===== src/rtl/spike_event_segmenter.sv =====
// spike_event_segmenter: turns a per-cycle detection stream into timestamped
// events {start, len}. Runs shorter than MIN_WIDTH are discarded, runs are
// capped at MAX_WIDTH, and each emitted event is followed by a refractory
// gap of REFRACT cycles. Events wait in a small FIFO for the consumer.
// Optional feature: define SPIKE_SEG_DROP_CNT_EN to add the drop_count output.
module spike_event_segmenter #(
    parameter int unsigned MIN_WIDTH  = 3,
    parameter int unsigned MAX_WIDTH  = 1024,
    parameter int unsigned REFRACT    = 32,
    parameter int unsigned FIFO_DEPTH = 4
) (
    input  logic        clk,
    input  logic        rst,
    input  logic        det_in,
    input  logic        event_ready,
    output logic        event_valid,
    output logic [31:0] event_start,
    output logic [15:0] event_len,
    output logic        overflow
`ifdef SPIKE_SEG_DROP_CNT_EN
    ,
    output logic [15:0] drop_count
`endif
);

    localparam int unsigned AW = $clog2(FIFO_DEPTH);
    localparam logic [15:0] MaxLen = 16'(MAX_WIDTH);
    localparam logic [15:0] MinLen = 16'(MIN_WIDTH);
    localparam logic [31:0] RefrLast = 32'(REFRACT - 1);

    typedef enum logic [1:0] {
        StIdle,
        StRun,
        StRefract
    } state_e;

    state_e      state_q, state_d;
    logic [31:0] ts_q;
    logic        det_prev_q;
    // Set once a low det_in has been seen since reset, so a level held high
    // through reset cannot look like a fresh rising edge.
    logic        armed_q;
    logic [31:0] start_q, start_d;
    logic [15:0] len_q, len_d;
    logic [31:0] refr_q, refr_d;

    logic        push;
    logic [15:0] push_len;

    logic [47:0] mem [FIFO_DEPTH];
    logic [AW:0] wr_ptr_q, rd_ptr_q;
    logic        empty, full, pop, push_ok, drop;

    // Timestamp, edge detector history and FSM registers.
    always_ff @(posedge clk) begin
        if (rst) begin
            ts_q       <= '0;
            det_prev_q <= 1'b0;
            armed_q    <= 1'b0;
            state_q    <= StIdle;
            start_q    <= '0;
            len_q      <= '0;
            refr_q     <= '0;
        end else begin
            ts_q       <= ts_q + 32'd1;
            det_prev_q <= det_in;
            armed_q    <= armed_q | ~det_in;
            state_q    <= state_d;
            start_q    <= start_d;
            len_q      <= len_d;
            refr_q     <= refr_d;
        end
    end

    // Segmentation FSM: run tracking, length checks and event push request.
    always_comb begin
        state_d  = state_q;
        start_d  = start_q;
        len_d    = len_q;
        refr_d   = refr_q;
        push     = 1'b0;
        push_len = len_q;
        unique case (state_q)
            StIdle: begin
                if (det_in && !det_prev_q && armed_q) begin
                    state_d = StRun;
                    start_d = ts_q;
                    len_d   = 16'd1;
                end
            end
            StRun: begin
                if (det_in) begin
                    len_d = len_q + 16'd1;
                    if (len_d == MaxLen) begin
                        push     = 1'b1;
                        push_len = MaxLen;
                        state_d  = StRefract;
                        refr_d   = '0;
                    end
                end else if (len_q >= MinLen) begin
                    push    = 1'b1;
                    state_d = StRefract;
                    refr_d  = '0;
                end else begin
                    state_d = StIdle;
                end
            end
            StRefract: begin
                if (refr_q == RefrLast) begin
                    state_d = StIdle;
                end else begin
                    refr_d = refr_q + 32'd1;
                end
            end
            default: state_d = StIdle;
        endcase
    end

    assign empty   = (wr_ptr_q == rd_ptr_q);
    assign full    = (wr_ptr_q[AW] != rd_ptr_q[AW]) &&
                     (wr_ptr_q[AW-1:0] == rd_ptr_q[AW-1:0]);
    assign pop     = !empty && event_ready;
    // A pop on the same edge frees the slot, so a full FIFO still accepts.
    assign push_ok = push && (!full || pop);
    assign drop    = push && full && !pop;

    // FIFO pointers and sticky overflow flag.
    always_ff @(posedge clk) begin
        if (rst) begin
            wr_ptr_q <= '0;
            rd_ptr_q <= '0;
            overflow <= 1'b0;
        end else begin
            if (push_ok) wr_ptr_q <= wr_ptr_q + 1'b1;
            if (pop) rd_ptr_q <= rd_ptr_q + 1'b1;
            if (drop) overflow <= 1'b1;
        end
    end

    // FIFO storage; contents need no reset because empty masks the outputs.
    always_ff @(posedge clk) begin
        if (!rst && push_ok) begin
            mem[wr_ptr_q[AW-1:0]] <= {start_q, push_len};
        end
    end

    // Head-of-queue outputs, zero while the queue is empty.
    always_comb begin
        event_valid = !empty;
        event_start = '0;
        event_len   = '0;
        if (!empty) begin
            {event_start, event_len} = mem[rd_ptr_q[AW-1:0]];
        end
    end

`ifdef SPIKE_SEG_DROP_CNT_EN
    logic [15:0] drop_cnt_q;

    // Saturating count of dropped events.
    always_ff @(posedge clk) begin
        if (rst) begin
            drop_cnt_q <= '0;
        end else if (drop && drop_cnt_q != 16'hFFFF) begin
            drop_cnt_q <= drop_cnt_q + 16'd1;
        end
    end

    assign drop_count = drop_cnt_q;
`endif

endmodule


===== config.mk =====
export PLATFORM = sky130hd
export DESIGN_NAME = spike_event_segmenter
export DESIGN_NICKNAME = d
export VERILOG_FILES = /design/src/rtl/spike_event_segmenter.sv
export SDC_FILE = /design/constraint.sdc
export NUM_CORES = 1
export LEC_CHECK = 0
export ABC_AREA = 1
export CAP_MARGIN = 20
export CORE_MARGIN = 8
export CORE_UTILIZATION = 60
export CTS_BUF_LIST = sky130_fd_sc_hd__clkbuf_8
export DETAILED_ROUTE_END_ITERATION = 10
export PLACE_DENSITY = 0.79
export SETUP_SLACK_MARGIN = 0.05
export SYNTH_ARGS = -nofsm -noshare
export SYNTH_HDL_FRONTEND = slang
export SYNTH_SLANG_ARGS = --single-unit

===== constraint.sdc =====
create_clock -name clk -period 7.4 [get_ports clk]
set_input_delay 1.85 -clock clk [delete_from_list [all_inputs] [get_ports clk]]
set_output_delay 1.85 -clock clk [all_outputs]
set_load 0.005 [all_outputs]

# After elaboration in Yosys (flattened, before gate mapping)
# Memory sizes are Yosys's and may differ from the RTL's. A register that Yosys moved wholly into a read port is not among the register bits.
# Index checks and enable logic that the tools add are counted.
# classes
eq_ne	13
n_addsub	5
bitwise	2
n_mux	27
order_cmp	1
n_reduce_logical	21
# op_table
cell	count
$mux 32	5
$mux 16	6
$add 32x1->32 const B	2
$pmux 32 s2	1
$eq 32x5->1 const B	1
$pmux 16 s2	1
$add 16x1->16 const B	1
$eq 16x11->1 const B	1
$ge 16x2->1 const B	1
$mux 2	7
$logic_and 1x1->1	8
$ne 2x2->1 const B	4
$add 3x1->3 const B	2
$mux 1	6
$ne 3x3->1 const B	2
$pmux 2 s3	1
$reduce_and 3->1	2
$logic_not 1->1	5
$reduce_and 4->1	1
$reduce_bool 2->1	2
$eq 3x3->1	1
$eq 2x1->1 const B	1
$eq 2x2->1	1
$eq 2x2->1 const B	1
6 further kinds	6
# totals
wordCells	80
out_inout_bits	50
n_memories	1
ram_bits	192
inputBits	4
register_bits	123
# mem_list
name	depth	word_bits	read_ports	rd_ports_with_merged_regs	wr	line	text
mem	4	48	1	1	1	50	logic [47:0] mem [FIFO_DEPTH];

# Longest topological paths before layout
# depth
word_depth	9
depth_mapped	16
mapped_depth_nobuf	16

# Worst setup path after synthesis
# Ideal clock, no wire load.
# synth_timing
path_type	input -> register
startpoint	in det_in
endpoint	mem mem[0][0], enable pin
path_stages	6
n_path_buf	0
slack_ns	2.730
t_required_ns	6.955
setup_ns	0.445
arrival_time_ns	4.225
cell_sequence	nor4_1 nand4_1 nand2_1 inv_1 nand3_4 nor3b_2
# synth_via
elab_chain_len	6
# synth_lines
item	line	text
start: declaration	14	input logic det_in,
$mux 1	92	if (det_in) begin
$mux 1	83	unique case (state_q)
$logic_and 1x1->1	124	assign push_ok = push && (!full || pop);
$logic_and 1x1->1	142	if (!rst && push_ok) begin
$mux 1	142	
$mux 1 (implied by the code)	143	mem[wr_ptr_q[AW-1:0]] <= {start_q, push_len};
end: declaration	50	
# Every way passes these cells.

==> flow_summary.ini <==
[worst_setup_path]
r2r-start = len_q[0]
cp_slowest_stage_delay_ns = 0.89
cpMaxStageDelayCell = dfxtp_2
critical_path_class = reg2out
crit_required_ns = 5.55
critical_path_buf_inv_count = 3
arrival_ns = 3.12
cp_num_cells = 6
rrSetupSlack_ns = 4.15
startpoint_type = register
worstRegToRegCells = 14
critPathMaxFanout = 50
endpoint_kind = output pin
rr_endpoint = mem[0][39]
crit_family = buffers and inverters
crit_path_cell_trace = buf_4 > o21ai_0 > o32ai_1 > nand2_1 > inv_1 > clkdlybuf4s50_1

[pwr]
ir_worst_vdd_mv = 0.1441
leakagePower_uw = 0.005789
powerDensity_nw_per_um2 = 237.7

[min_path]
whs_path_depth = 1
hp-start = ts_q[0]
worst_hold_path.endpoint = ts_q[0]
hp-class = reg2reg

[placed_design]
routabilityCongestion = 0.9302
io_buffers = 53
pre_cts_ws_ns = 2.395
placedCellCount = 1792
detailed_place_hpwl_um = 18490

[cts]
htree_levels = 2
cts-root-buf = clkbuf_8
clock_path_buffers = 3
cts_num_sinks = 317
cts_hold_buf = 0
cts_tree = yes
clock_latency_ns = 0.56
post_cts_resized = 0
cts_setup_buffers = 0
clk_pin_slew_ns = 0.06
numCtsBuffers = 49

[floorplanning]
die_y_um = 168.0
start_util_pct = 61.19
die_area_um2 = 28210
io_pins = 54
rows = 55
coreArea_um2 = 22640
die_w_um = 168.0

[synthesis]
ys_seq_elements = 317
yosys.area_share.adder_pct = 0.8128
synth-compound-area-share_pct = 10.97
synth_cells = 1515
synth_edf_count = 192
synth_cell_type_count = 41
synthArstFlopShare_pct = 0
synthesis.nets = 1528
synth-simple-area-share_pct = 21.68
synth.avg_cell_area_um2 = 9.145
synth_top_family_by_area = simple AND/OR/NAND/NOR gates
synthMuxAreaShare_pct = 0
ys_warn_count = 0
syn_area_um2 = 13850
ys_seq_area_share_pct = 59.68
synth_xor_area_share_pct = 0.5057
synth_ff_type = edfxtp_1

[flow_run]
max_cap_viol_count = 0

[route]
route.vias.total = 10656
dr.pass1.iters = 5
vias_per_cell = 5.650
drtIter0Drc = 939
final_antenna_net_count = 0
drc = 0
wl_um = 29560
wl_per_cell_um = 15.67

[global_route]
groute.usage.overall_pct = 20.81
antenna_found_initial = 0
grt_pass1_vias = 10034
grt_overflow_total = 0
grt_max_degree = 98
grt_pass1_wl_um = 48710

[sta]
fin_crit_ns = 4.971
fmaxAchievable_mhz = 201.2
setup_viol = 0
setup_ws_ns = 2.429
hold_viol = 0
maxSlewHeadroom_pct = 37.34
worst_slew_pin_slew_ns = 0.9399
setup_tns_ns = 0
slew_violations = 0
post-route-period-util_pct = 67.18
finClkSkew_ns = 0.02566
rsz0062_at_grt = false

[cells_and_area]
final_cell_mix = 270 x nand2_1, 246 x nor2_1, 192 x edfxtp_1
final_net_count = 1573
multi_input_area_um2 = 4737
fillCellCount = 1705
finalNonFillerCells = 1886
drive_above_1_share_pct = 7.058
ff_latch_area_um2 = 8270
diodes = 0
area_delta_synth_final_pct = 12.26
mostFrequentLayoutCell = nand2_1

[outcome]
status = finished clean
[cell usage after synthesis, types with 6 or more instances]
cell / n / share of area [%]
or2_2: 9 / 0.41
o32ai_1: 48 / 3.0
ha_1: 9 / 0.81
a21oi_1: 101 / 3.6
nor4_1: 17 / 0.77
nand4_1: 23 / 1.0
nor3_1: 30 / 1.1
nand3_1: 63 / 2.3
o21ai_0: 101 / 3.6
edfxtp_1: 192 / 42
clkbuf_1: 64 / 1.7
inv_1: 151 / 4.1
dfxtp_1: 125 / 18
xnor2_1: 6 / 0.38
nor2_1: 246 / 6.7
nand3b_1: 9 / 0.49
nand2_1: 270 / 7.3
[metal layers]
layer  wire, um  GRT usage (%)
met5          0              0
met4        587          6.716
met3       1970          3.859
met2      14350          35.12
met1      12650          26.75
[power by group]
part           total, uW  switching [uW]  internal, uW
Sequential          1920            31.8          1880
Clock               1380             638           738
Combinational        406             234           172
[worst max-delay path by stage]
stage	from	endpoint	slack, ns
final	register	event_len[15]	2.43
after global routing	register	event_len[15]	2.16
after CTS	register	event_start[31]	1.78
after detailed placement	register	event_start[31]	2.39
after global placement	register	event_start[10]	2.50
after floorplan	det_in	mem[0][0]	2.73
[per-stage QoR]
stage / total power, uW / cell area, um^2 / utilization [%] / hold WS, ns
after CTS: 3729 / 15520 / 68.56 / 0.4578
after floorplan: 2181 / 13850 / - / 0.4270
final: 3697 / 15550 / 68.70 / 0.4606
after global placement: 2344 / 14560 / 64.32 / 0.4383
after global routing: 3850 / 15550 / 68.70 / 0.4899
after detailed placement: 2357 / 14560 / 64.32 / 0.4505
[cell families after synthesis]
group | Yosys count
buffers and inverters | 227
adder cells (fa/ha/maj) | 9
AO/OA/AOI/OAI | 263
flip-flops | 317
AND/OR/NAND/NOR | 691
XOR/XNOR | 8
[cell type report]
type / count / area share (%)
Clock inverter: 35 / 1.134
Tap cell: 285 / 2.293
Multi-Input combinational cell: 971 / 30.46
Clock buffer: 57 / 5.044
Inverter: 153 / 3.692
Sequential cell: 317 / 53.17
Timing Repair Buffer: 68 / 4.207
[worst register-to-register path: stages, from the launching register on]
cell	delay, ns
dfxtp_1	0.44
ha_1	0.29
nand3_1	0.14
nor2_1	0.19
nand2_1	0.10
nand2_1	0.08
nand2_1	0.05
nor2_1	0.18
nand2_1	0.07
nor2_1	0.13
nand2_2	0.11
nand2_4	0.10
nand3_4	0.17
nor3b_4	0.20
buf_4	0.60
[state kept, by name, indices dropped and copies added (netlist names), named ones only]
register,flops
start_q,32
ts_q,32
armed_q,1
rd_ptr_q,3
overflow,1
det_prev_q,1
refr_q,32
mem,192
state_q,2
len_q,16
wr_ptr_q,3
Note: power is estimated with default switching activity, not from simulation.
